## src/rtl/pk_reader_pkg.sv

```systemverilog
// Shared types and constants for the pk_reader step-memory streamer.
package pk_reader_pkg;

    typedef enum logic [1:0] {
        IDLE,
        READ,
        DRAIN
    } state_t;

    localparam int unsigned FIFO_DEPTH = 4;
    localparam int unsigned FIFO_AW    = $clog2(FIFO_DEPTH);
    localparam int unsigned FIFO_CW    = $clog2(FIFO_DEPTH + 1);

    // Keeps address ports at least one bit wide for degenerate depths.
    function automatic int unsigned clog2_min1(input int unsigned v);
        return (v <= 1) ? 1 : $clog2(v);
    endfunction

endpackage

```

## src/rtl/pk_rd_fifo.sv

```systemverilog
// Four-entry first-word-fall-through buffer with occupancy output.
module pk_rd_fifo
    import pk_reader_pkg::*;
#(
    parameter int unsigned W = 4
) (
    input  logic               clk,
    input  logic               rst,
    input  logic               push,
    input  logic [W-1:0]       push_data,
    input  logic               pop,
    output logic [W-1:0]       dout,
    output logic               valid,
    output logic [FIFO_CW-1:0] count
);

    logic [W-1:0]       mem [FIFO_DEPTH];
    logic [FIFO_AW-1:0] rd_ptr;
    logic [FIFO_AW-1:0] wr_ptr;
    logic               pop_ok;
    logic               push_ok;

    assign valid   = (count != '0);
    assign dout    = valid ? mem[rd_ptr] : '0;
    assign pop_ok  = pop && valid;
    assign push_ok = push && ((count != FIFO_CW'(FIFO_DEPTH)) || pop_ok);

    always_ff @(posedge clk) begin
        if (!rst) begin
            rd_ptr <= '0;
            wr_ptr <= '0;
            count  <= '0;
            for (int unsigned i = 0; i < FIFO_DEPTH; i++) begin
                mem[i] <= '0;
            end
        end else begin
            if (push_ok) begin
                mem[wr_ptr] <= push_data;
                wr_ptr      <= wr_ptr + FIFO_AW'(1);
            end
            if (pop_ok) begin
                rd_ptr <= rd_ptr + FIFO_AW'(1);
            end
            case ({push_ok, pop_ok})
                2'b10:   count <= count + FIFO_CW'(1);
                2'b01:   count <= count - FIFO_CW'(1);
                default: count <= count;
            endcase
        end
    end

endmodule

```

## src/rtl/pk_reader.sv

```systemverilog
// Streams a block of words from the step data memory through a small FWFT buffer.
// Optional running XOR checksum output enabled by PK_READER_CHECKSUM_EN.
module pk_reader
    import pk_reader_pkg::*;
#(
    parameter  int unsigned M  = 1,
    parameter  int unsigned N  = 4,
    parameter  int unsigned L  = 8,
    parameter  int unsigned K  = 16,
    localparam int unsigned W  = N * M,
    localparam int unsigned D  = L * K / N,
    localparam int unsigned AW = clog2_min1(D)
) (
    input  logic          clk,
    input  logic          rst,
    input  logic          start,
    input  logic [AW-1:0] base_addr,
    input  logic [AW:0]   word_count,
    output logic          busy,
    output logic          done,
    output logic          mem_rd_en,
    output logic [AW-1:0] mem_rd_addr,
    input  logic [W-1:0]  mem_data_in,
    output logic [W-1:0]  dout,
    output logic          dout_valid,
    input  logic          dout_ready
`ifdef PK_READER_CHECKSUM_EN
    , output logic [W-1:0] checksum
`endif
);

    state_t               state;
    logic                 inflight;
    logic [AW:0]          rd_left;
    logic [AW:0]          words_left;
    logic [FIFO_CW-1:0]   fifo_count;
    logic                 hs;
    logic                 can_issue;
    logic [AW-1:0]        next_addr;

    pk_rd_fifo #(.W(W)) u_fifo (
        .clk       (clk),
        .rst       (rst),
        .push      (inflight),
        .push_data (mem_data_in),
        .pop       (hs),
        .dout      (dout),
        .valid     (dout_valid),
        .count     (fifo_count)
    );

    assign hs        = dout_valid && dout_ready;
    assign next_addr = (mem_rd_addr == AW'(D - 1)) ? '0 : mem_rd_addr + AW'(1);
    // The read being decided lands two edges later, so the strobe already
    // on the bus is counted alongside buffered and in-flight words.
    assign can_issue = (32'(fifo_count) + 32'(inflight) + 32'(mem_rd_en)) < FIFO_DEPTH;

    always_ff @(posedge clk) begin
        if (!rst) begin
            state       <= IDLE;
            busy        <= 1'b0;
            done        <= 1'b0;
            mem_rd_en   <= 1'b0;
            mem_rd_addr <= '0;
            inflight    <= 1'b0;
            rd_left     <= '0;
            words_left  <= '0;
        end else begin
            inflight <= mem_rd_en;
            if (hs) begin
                words_left <= words_left - (AW+1)'(1);
            end
            case (state)
                IDLE: begin
                    done      <= 1'b0;
                    mem_rd_en <= 1'b0;
                    if (start && !busy) begin
                        busy <= 1'b1;
                        if (word_count == '0) begin
                            done <= 1'b1;
                        end else begin
                            state       <= (word_count == (AW+1)'(1)) ? DRAIN : READ;
                            mem_rd_en   <= 1'b1;
                            mem_rd_addr <= base_addr;
                            rd_left     <= word_count - (AW+1)'(1);
                            words_left  <= word_count;
                        end
                    end else begin
                        busy <= 1'b0;
                    end
                end
                READ: begin
                    if (can_issue) begin
                        mem_rd_en   <= 1'b1;
                        mem_rd_addr <= next_addr;
                        rd_left     <= rd_left - (AW+1)'(1);
                        if (rd_left == (AW+1)'(1)) begin
                            state <= DRAIN;
                        end
                    end else begin
                        mem_rd_en <= 1'b0;
                    end
                end
                DRAIN: begin
                    mem_rd_en <= 1'b0;
                    if (hs && (words_left == (AW+1)'(1))) begin
                        done  <= 1'b1;
                        state <= IDLE;
                    end
                end
                default: state <= IDLE;
            endcase
        end
    end

`ifdef PK_READER_CHECKSUM_EN
    always_ff @(posedge clk) begin
        if (!rst) begin
            checksum <= '0;
        end else if ((state == IDLE) && start && !busy) begin
            checksum <= '0;
        end else if (hs) begin
            checksum <= checksum ^ dout;
        end
    end
`else
    // Default build carries no checksum accumulator.
`endif

endmodule

```

## config.mk

```make
export PLATFORM = sky130hd
export DESIGN_NAME = pk_reader
export DESIGN_NICKNAME = d
export VERILOG_FILES = /design/src/rtl/pk_reader_pkg.sv /design/src/rtl/pk_rd_fifo.sv /design/src/rtl/pk_reader.sv
export SDC_FILE = /design/constraint.sdc
export NUM_CORES = 1
export LEC_CHECK = 0
export ABC_AREA = 1
export ABC_CLOCK_PERIOD_IN_PS = 2050
export CAP_MARGIN = 25
export CORE_AREA = 2 2 90 101
export DETAILED_ROUTE_END_ITERATION = 8
export DIE_AREA = 0 0 92 103
export GPL_TIMING_DRIVEN = 0
export SKIP_CTS_REPAIR_TIMING = 1
export SYNTH_ARGS = -nofsm -noshare
export SYNTH_HDL_FRONTEND = slang
export SYNTH_HIERARCHICAL = 1
export SYNTH_SLANG_ARGS = --single-unit
```

## constraint.sdc

```tcl
create_clock -name clk -period 2.05 [get_ports clk]
set_input_delay 0.41 -clock clk [delete_from_list [all_inputs] [get_ports clk]]
set_output_delay 0.41 -clock clk [all_outputs]
set_load 0.01 [all_outputs]
```

==> flow_metrics.tcl <==
set metrics [dict create \
    die-area_um2 9480 \
    avgSynthCellArea_um2 7.08 \
    wl_um 6440 \
    critPathKind "in2reg" \
    num_io_pins 32 \
    layout.nets 481 \
    finalHoldViolCount 0 \
    syn-cell-area_um2 2890 \
    synth_mux_area_frac 0.00346 \
    grt_pass1_vias 2547 \
    synth_top_family_by_area "simple AND/OR/NAND/NOR gates" \
    antennaDiodeCount 0 \
    antenna_found_initial 0 \
    synth_top_cell_by_area "dfxtp_1" \
    vias 2591 \
    clock_sinks 48 \
    ys_ff_latch 48 \
    synth-compound-area-share 0.0964 \
    clk_pin_slew_ps 90 \
    synthTopCellsByCount "nor2_1, nand2_1, inv_1" \
    gr-usage-all-layers 0.145 \
    critPathArrivalTime_ps 2130 \
    dieWidth_um 92 \
    areaGrowthSynthToFinish_pct 21.1 \
    post-route-min-period_ps 1930 \
    required_ps 2250 \
    postSynthCellCount 409 \
    synth_edf_count 16 \
    slew_violations 0 \
    fmax_ghz 0.519 \
    ys.flop_type "dfxtp_1" \
    max-cap-violations 0 \
    tritoncts "yes" \
    grt_pass1_wl_um 11000 \
    tightest_slew_ps 505 \
    syn_nets 443 \
    port_buffers 31 \
    multi_input_area_um2 1530 \
    overflow 0 \
    synth.most_common_cell "nor2_1" \
    synth_adder_area_share 0.0674 \
    die_y_um 103 \
    firstDrtPassIters 4 \
    async_flop_share 0 \
    ctsLongestPathBuffers 2 \
    setup_viol 0 \
    ant_nets 0 \
    hpwl_um 5030 \
    power.density_nw_per_um2 1140 \
    hold_class "reg2reg" \
    cts_buffers 5 \
    clock_latency_ps 300 \
    cp-start-kind "input port" \
    initial_core_util 0.338 \
    routed_via_density 4.61 \
    path_max_fanout 6 \
    post-route-drc-count 0 \
    synth-seq-area-share 0.387 \
    peakVddDrop_mv 0.517 \
    ys_top_cells_by_area "dfxtp_1, edfxtp_1, nor2_1" \
    synthSimpleGateAreaFrac 0.329 \
    maxSlewHeadroom 0.663 \
    cts_root_buf "clkbuf_8" \
    drt_iter0_drc 65 \
    grt_max_degree 16 \
    seqCellArea_um2 1120 \
    yosysWarningCount 6 \
    drive_gt1_frac 0.0938 \
    finClkSkew_ps 5.93 \
    synth_xor_area_frac 0.0212 \
    coreArea_um2 8560 \
    crit_path_end_kind "register" \
    place_congestion 0.785 \
    finalCritPeriodShare 0.939 \
    cts_htree_levels 2 \
    pre_cts_ws_ps -417 \
    synth_top_area_frac 0.221 \
    total_power_mw 3.99 \
    worst_slack_ps 125 \
    rows 36 \
    status "finished clean" \
    synth_cell_types 32 \
    leakage_nw 1.63 \
    rsz0062_at_grt "false" \
    wl_per_cell_um 11.5 \
    fill_cells 915 \
]
==> path summary, 6_finish.rpt <==
kind                                         to  slack (ps)       startpoint  cells after the start
worst min register to register             done         450             done                      2
worst max-delay path            u_fifo/count[2]         120       dout_ready                     11
worst max register to register  u_fifo/count[2]         150  u_fifo/count[0]                     12
worst min-delay path                       done         450             done                      2
==> stage by stage <==
stage          hold slack, ps  TNS [ps]   util  std cells  instance area [um2]
2_1_floorplan             436         0      -        409                 2890
3_3_place_gp              439     -7910  0.391        554                 3350
3_5_place_dp              437     -9030  0.391        554                 3350
4_1_cts                   451     -2790  0.404        562                 3460
5_1_grt                   489         0  0.410        562                 3500
6_report                  448         0  0.410        562                 3500
==> per-layer routing <==
metal | track usage | vias to the layer above | share of wire
li1 | - | 1356 | -
met1 | 0.161 | 1176 | 0.44
met2 | 0.281 | 53 | 0.50
met3 | 0.0270 | 6 | 0.042
met4 | 0.0436 | 0 | 0.011
met5 | 0 | - | 0
==> state kept, by name, summed over array words and instances (netlist names), named ones only <==
signal	cells
u_fifo/wr_ptr	2
u_fifo/count	3
u_fifo/mem	16
rd_left	6
done	1
busy	1
mem_rd_addr	5
state	2
inflight	1
u_fifo/rd_ptr	2
words_left	6
mem_rd_en	1
==> where the power goes <==
part	internal, mW	total, mW	switching [mW]	leakage, nW
clock	0.362	0.684	0.323	0.0558
combinational	0.778	1.94	1.16	1.15
sequential	1.19	1.36	0.170	0.428
==> area by class of cell <==
cell class                      count  area share
Inverter                           62      0.0671
Sequential cell                    48       0.320
Clock buffer                        5      0.0196
Clock inverter                      3      0.0121
Tap cell                          114      0.0407
Multi-Input combinational cell    293       0.436
Buffer                              6      0.0129
Timing Repair Buffer               31      0.0914
==> cells in the final DEF, fill, tap and decap left out, types with 14 or more instances in the layout <==
| cell | n |
|---|---|
| o21ai_0 | 21 |
| ha_1 | 14 |
| dfxtp_1 | 32 |
| nand2_1 | 81 |
| clkdlybuf4s50_1 | 27 |
| inv_1 | 57 |
| nand3_1 | 21 |
| edfxtp_1 | 16 |
| nor2_1 | 93 |
| a21oi_1 | 19 |
==> critical path, cell delays in order <==
cell and delay (ps):
clkdlybuf4s50_1 500, nand2_4 90, inv_4 100, nand2_4 60
inv_2 110, nand2_4 70, fa_1 390, inv_1 60
nand4_1 120, a21oi_1 150, nor2_1 60
==> logic make-up after synthesis <==
kind of cell | count (synthesis)
compound gates | 50
xor+xnor | 7
fa+ha+maj | 15
buf+inv | 68
flops | 48
mux | 1
simple gates | 220
Power figures use the tool's default switching activity.
